`config.mk`:
```
export PLATFORM = sky130hd
export DESIGN_NAME = mem_port_arbiter
export DESIGN_NICKNAME = d
export VERILOG_FILES = /design/src/rtl/mem_port_arbiter_pkg.sv /design/src/rtl/mem_ret_pipe.sv /design/src/rtl/mem_port_arbiter.sv
export SDC_FILE = /design/constraint.sdc
export NUM_CORES = 1
export LEC_CHECK = 0
export CAP_MARGIN = 0
export CORE_AREA = 2 2 103 105
export CTS_CLUSTER_SIZE = 20
export DETAILED_ROUTE_END_ITERATION = 10
export DIE_AREA = 0 0 105 107
export GPL_TIMING_DRIVEN = 0
export PLACE_DENSITY = 0.8
export SLEW_MARGIN = 20
export SYNTH_ARGS = -nofsm -noshare
export SYNTH_HDL_FRONTEND = slang
export SYNTH_SLANG_ARGS = --single-unit
```
`constraint.sdc`:
```
create_clock -name clock -period 3.1 [get_ports clock]
set_input_delay 0.62 -clock clock [delete_from_list [all_inputs] [get_ports clock]]
set_output_delay 0.62 -clock clock [all_outputs]
set_load 0.02 [all_outputs]
```
`src/rtl/mem_port_arbiter_pkg.sv`:
```
// Shared encodings for the fetch/memory-stage port arbiter and its read-return pipe.
// Latency: n/a (types only).
// Backpressure: n/a (types only).
package mem_port_arbiter_pkg;

   typedef enum logic {
      OWN_IF = 1'b0,
      OWN_DM = 1'b1
   } owner_e;

   typedef enum logic {
      PRI_DM = 1'b0,
      PRI_IF = 1'b1
   } state_e;

   typedef struct packed {
      logic   vld;
      owner_e owner;
   } ret_tag_t;

endpackage

```
`src/rtl/mem_ret_pipe.sv`:
```
// Tag shift register tracking which requester owns each read in flight to memory.
// Latency: DEPTH cycles from push to tail.
// Backpressure: none; one entry shifts in every cycle, synchronous clear drops all tags.
module mem_ret_pipe
   import mem_port_arbiter_pkg::*;
#(
   parameter int DEPTH = 1
) (
   input  logic clock,
   input  logic reset,
   input  logic push_vld,
   input  logic push_owner,
   output logic tail_vld,
   output logic tail_owner
);

   ret_tag_t pipe_q [DEPTH];
   ret_tag_t pipe_d [DEPTH];

   always_comb begin
      pipe_d[0].vld   = push_vld;
      pipe_d[0].owner = push_owner ? OWN_DM : OWN_IF;
      for (int i = 1; i < DEPTH; i++) begin
         pipe_d[i] = pipe_q[i-1];
      end
   end

   always_ff @(posedge clock) begin
      if (reset) begin
         for (int i = 0; i < DEPTH; i++) begin
            pipe_q[i] <= '{vld: 1'b0, owner: OWN_IF};
         end
      end else begin
         pipe_q <= pipe_d;
      end
   end

   assign tail_vld   = pipe_q[DEPTH-1].vld;
   assign tail_owner = pipe_q[DEPTH-1].owner;

endmodule

```
`src/rtl/mem_port_arbiter.sv`:
```
// Shares one memory port between fetch and memory stage; DM priority with IF anti-starvation.
// Latency: grants combinational; read data returned MEM_LATENCY+1 edges after the grant.
// Backpressure: a requester without a grant stalls and must hold its request.
module mem_port_arbiter
   import mem_port_arbiter_pkg::*;
#(
   parameter int ADDR_W       = 32,
   parameter int DATA_W       = 32,
   parameter int STARVE_LIMIT = 4,
   parameter int MEM_LATENCY  = 1
) (
   input  logic              clock,
   input  logic              reset,
   input  logic              if_req,
   input  logic [ADDR_W-1:0] if_addr,
   output logic              if_gnt,
   output logic              if_rvalid,
   output logic [DATA_W-1:0] if_rdata,
   input  logic              dm_req,
   input  logic              dm_we,
   input  logic [ADDR_W-1:0] dm_addr,
   input  logic [DATA_W-1:0] dm_wdata,
   output logic              dm_gnt,
   output logic              dm_rvalid,
   output logic [DATA_W-1:0] dm_rdata,
   output logic [ADDR_W-1:0] mem_address,
   output logic              mem_wren,
   output logic [DATA_W-1:0] mem_data_in,
   input  logic [DATA_W-1:0] mem_data_out
);

   localparam logic [3:0] LIMIT = 4'(STARVE_LIMIT);

   state_e            state_q, state_d;
   logic [3:0]        starve_cnt_q, starve_cnt_d;
   logic              if_rvalid_q, if_rvalid_d;
   logic              dm_rvalid_q, dm_rvalid_d;
   logic [DATA_W-1:0] if_rdata_q, if_rdata_d;
   logic [DATA_W-1:0] dm_rdata_q, dm_rdata_d;
   logic              push_vld, push_owner;
   logic              tail_vld, tail_owner;

   always_comb begin
      if_gnt = 1'b0;
      dm_gnt = 1'b0;
      if (!reset) begin
         case (state_q)
            PRI_DM: begin
               dm_gnt = dm_req;
               if_gnt = if_req & ~dm_req;
            end
            PRI_IF: begin
               if_gnt = if_req;
               dm_gnt = dm_req & ~if_req;
            end
            default: ;
         endcase
      end
   end

   always_comb begin
      mem_address = '0;
      mem_wren    = 1'b0;
      mem_data_in = '0;
      if (dm_gnt) begin
         mem_address = dm_addr;
         mem_wren    = dm_we;
         mem_data_in = dm_wdata;
      end else if (if_gnt) begin
         mem_address = if_addr;
      end
   end

   // The count that reaches the limit this cycle hands IF priority on the very next one.
   always_comb begin
      starve_cnt_d = starve_cnt_q;
      state_d      = state_q;
      if (if_gnt || !if_req) begin
         starve_cnt_d = 4'd0;
      end else if (dm_gnt && starve_cnt_q != 4'hF) begin
         starve_cnt_d = starve_cnt_q + 4'd1;
      end
      case (state_q)
         PRI_DM:  if (starve_cnt_d == LIMIT) state_d = PRI_IF;
         PRI_IF:  if (if_gnt || !if_req)     state_d = PRI_DM;
         default: state_d = PRI_DM;
      endcase
   end

   assign push_vld   = if_gnt | (dm_gnt & ~dm_we);
   assign push_owner = dm_gnt ? OWN_DM : OWN_IF;

   mem_ret_pipe #(
      .DEPTH (MEM_LATENCY)
   ) u_ret_pipe (
      .clock      (clock),
      .reset      (reset),
      .push_vld   (push_vld),
      .push_owner (push_owner),
      .tail_vld   (tail_vld),
      .tail_owner (tail_owner)
   );

   always_comb begin
      if_rvalid_d = tail_vld && (tail_owner == OWN_IF);
      dm_rvalid_d = tail_vld && (tail_owner == OWN_DM);
      if_rdata_d  = if_rvalid_d ? mem_data_out : if_rdata_q;
      dm_rdata_d  = dm_rvalid_d ? mem_data_out : dm_rdata_q;
   end

   always_ff @(posedge clock) begin
      if (reset) begin
         state_q      <= PRI_DM;
         starve_cnt_q <= 4'd0;
         if_rvalid_q  <= 1'b0;
         dm_rvalid_q  <= 1'b0;
         if_rdata_q   <= '0;
         dm_rdata_q   <= '0;
      end else begin
         state_q      <= state_d;
         starve_cnt_q <= starve_cnt_d;
         if_rvalid_q  <= if_rvalid_d;
         dm_rvalid_q  <= dm_rvalid_d;
         if_rdata_q   <= if_rdata_d;
         dm_rdata_q   <= dm_rdata_d;
      end
   end

   assign if_rvalid = if_rvalid_q;
   assign dm_rvalid = dm_rvalid_q;
   assign if_rdata  = if_rdata_q;
   assign dm_rdata  = dm_rdata_q;

endmodule

```
==> results of run 1 <==
-- kinds of logic after synthesis --
family,count (synthesis),synth area share (%)
AO/OA/AOI/OAI,106,20.9
XOR/XNOR,1,0.269
flip-flops,73,44.9
AND/OR/NAND/NOR,190,27.6
buffers and inverters,40,5.88
adder cells (fa/ha/maj),1,0.384
-- per-layer routing --
layer | wire length (um) | up-vias | global-route usage [%]
met5 | 0 | - | 0
met4 | 114 | 0 | 4.95
met3 | 1080 | 13 | 8.33
met2 | 6680 | 164 | 40.8
met1 | 5120 | 1850 | 25.0
li1 | - | 1948 | -
-- through the flow --
stage                     utilization [%]  cells  hold slack (ps)  cell area, um2  total power [mW]
after floorplan                         -    411              533            3250              1.23
final                                61.8    827              457            6240              2.40
after detailed placement             60.1    811              446            6070              1.59
after global routing                 61.8    827              481            6240              2.50
after CTS                            61.7    827              457            6220              2.42
after global placement               60.1    811              443            6070              1.58
-- timing repair --
action                                  4_1_cts  5_1_grt
gates resized for setup                      62        7
endpoints found under the hold margin         0        0
hold buffers                                  0        0
endpoints found under the setup margin       59       12
-- path summary, 6_finish.rpt --
kind         depth (start not counted)  slack (ps)                       start                  endpoint
max reg2reg                          5        1480  starve_cnt_q[0]$_SDFF_PP0_        state_q$_SDFF_PP0_
min reg2reg                          2         460    dm_rdata[2]$_SDFFE_PP0P_  dm_rdata[2]$_SDFFE_PP0P_
max                                  7          90                      dm_req           mem_address[15]
min                                  2         460    dm_rdata[2]$_SDFFE_PP0P_  dm_rdata[2]$_SDFFE_PP0P_
-- worst max-delay path, cell delays in order --
cell	delay, ps
clkdlybuf4s50_1	500
and2b_2	270
nor2b_1	100
buf_2	180
buf_4	200
a22o_1	180
dlygate4sd2_1	340
-- registers in the layout, indices dropped and copies added (netlist names) --
signal and count:
u_ret_pipe.tail_vld 1, dm_rvalid 1, starve_cnt_q 4, dm_rdata 32
state_q 1, if_rdata 32, u_ret_pipe.tail_owner 1, if_rvalid 1
-- area by class of cell --
cell class	instances	area, um2	area share [%]
Timing Repair Buffer	264	2580	41.4
Multi-Input combinational cell	298	1600	25.7
Sequential cell	73	1460	23.4
Buffer	38	188	3.01
Tap cell	136	170	2.73
Clock buffer	9	124	1.99
Clock inverter	7	103	1.64
Inverter	2	7.51	0.120
-- cell usage in the layout (no fill, tap or decap), types with 3 or more instances in the layout --
cell type        instances
dfxtp_1                 73
nand2_1                133
nor2_1                   6
clkbuf_8                 9
dlymetal6s2s_1           4
a21oi_1                 64
buf_2                   12
buf_4                    3
clkbuf_2                 3
a22o_1                  32
clkbuf_1                16
clkdlybuf4s50_1        201
dlygate4sd2_1           57
and3_1                  30
-- power groups by stage --
stage	Sequential [mW]	Clock, mW	Combinational, mW
after floorplan	1.04	0	0.192
after global placement	1.01	0	0.575
after detailed placement	1.01	0	0.584
after CTS	0.987	0.870	0.560
after global routing	0.990	0.921	0.592
final	0.986	0.855	0.558
==> impl_results.md, run 1 <==
- Iteration-0 DRC Markers: 141
- Hold crit path type: reg2reg
- Starting Density: 32.2%
- Yosys reg bits: 73
- Top FF cell, synth: dfxtp_1
- Worst VDD drop: 0.252 mV
- Vias in the first global route: 4001
- Most common cell in the netlist: nand2_1
- H-tree depth: 3
- Global route overflow: 0
- Post-Syn Nets: 545
- Biggest area consumer among synthesized cells: dfxtp_1
- Top post-synthesis cells by area: dfxtp_1, nand2_1, a21oi_1
- Final setup fails: 0
- # DRC: 0
- FMAX: 0.332 GHz
- Worst endpoint data arrival time: 2390 ps
- Final slew viol count: 0
- Number of enable flip-flop cells after synthesis: 0
- Total Routed Length: 13000 um
- Post-synthesis async set-or-reset flop share: 0%
- Clk sinks: 73
- Drt via density: 4.81
- Critical Path Start Type: primary input
- Seq pwr share: 41.1%
- Gp weighted congestion: 0.885
- Setup TNS: 0 ps
- Switching portion of total power: 27.7%
- Status: finished, final reports clean
- Switching power: 665 uW
- Required time of the critical path: 2480 ps
- Leak Pwr: 2.68 nW
- Core area: 10100 um2
- CTS Buf Count: 9
- Internal power: 1.73 mW
- Post-synth top cells: nand2_1, dfxtp_1, a21oi_1
- CTS Root Cell: clkbuf_8
- Clock Path Buffers: 2
- # fillers: 909
- CTS tree: done
- Final setup margin: 90.4 ps
- Dpl ws: -184 ps
- Later-pin clock latency in the skew report: 350 ps
- Unrepaired setup endpoints after global routing: false
- Clock power frac: 35.6%
- Antenna Violating Nets Remaining: 0
- Part of the cycle the worst path needs: 97.1%
- Worst Tran Pin Value: 505 ps
- Total GRT Usage: 22.5%
- Seq/Total Area, Yosys: 44.9%
- Share of cells above drive strength 1: 7.09%
- Mapped Cells: 411
- Antenna diodes: 0
- Largest net degree at the start of global routing: 15
- DR vias: 3975
- Cell variety after synth: 39
- Initial antenna violation count: 0
- Die W: 105 um
- Post-DP HPWL: 10400 um
- DRT Pass-1 Iters: 4
- Die Y-Extent: 107 um
- Post-CTS Setup Inserts: 0
- Post-Syn Area: 3250 um2
- Final Hold Viols: 0
- WL per Instance: 15.7 um
- I/O Buffers: 264
- Max_cap viols: 0
- Slew headroom: 66.3%
- Synth top area share: 44.9%
- Post-route minimum period: 3010 ps
- Clock transition at path regs: 80 ps
- DIE AREA: 11200 um2
- Warnings, synthesis: 0
- Comb pwr share: 23.3%
- Final #Nets: 820
- Critical path class: in2out
- Mean Syn Cell Area: 7.92 um2
- Clock skew: 8.05 ps
- First-pass GRT wire length: 20000 um
- Max Fanout on Critical Path: 10
- Synth-to-layout area growth: 91.7%
- Top-Level Pins: 266
- Power per cell area: 385 nW/um2
- # rows: 37
- Critical Path End Type: output port
(Power assumes the default switching activity.)
==> run 2, diff against run 1 <==
--- a/config.mk
+++ b/config.mk
@@ -12,6 +12,7 @@
 export DIE_AREA = 0 0 105 107
 export GPL_TIMING_DRIVEN = 0
 export PLACE_DENSITY = 0.8
+export SKIP_LAST_GASP = 1
 export SLEW_MARGIN = 20
 export SYNTH_ARGS = -nofsm -noshare
 export SYNTH_HDL_FRONTEND = slang
==> results of run 2 <==
No change in the layout: final DEF, timing and power equal those of run 1.
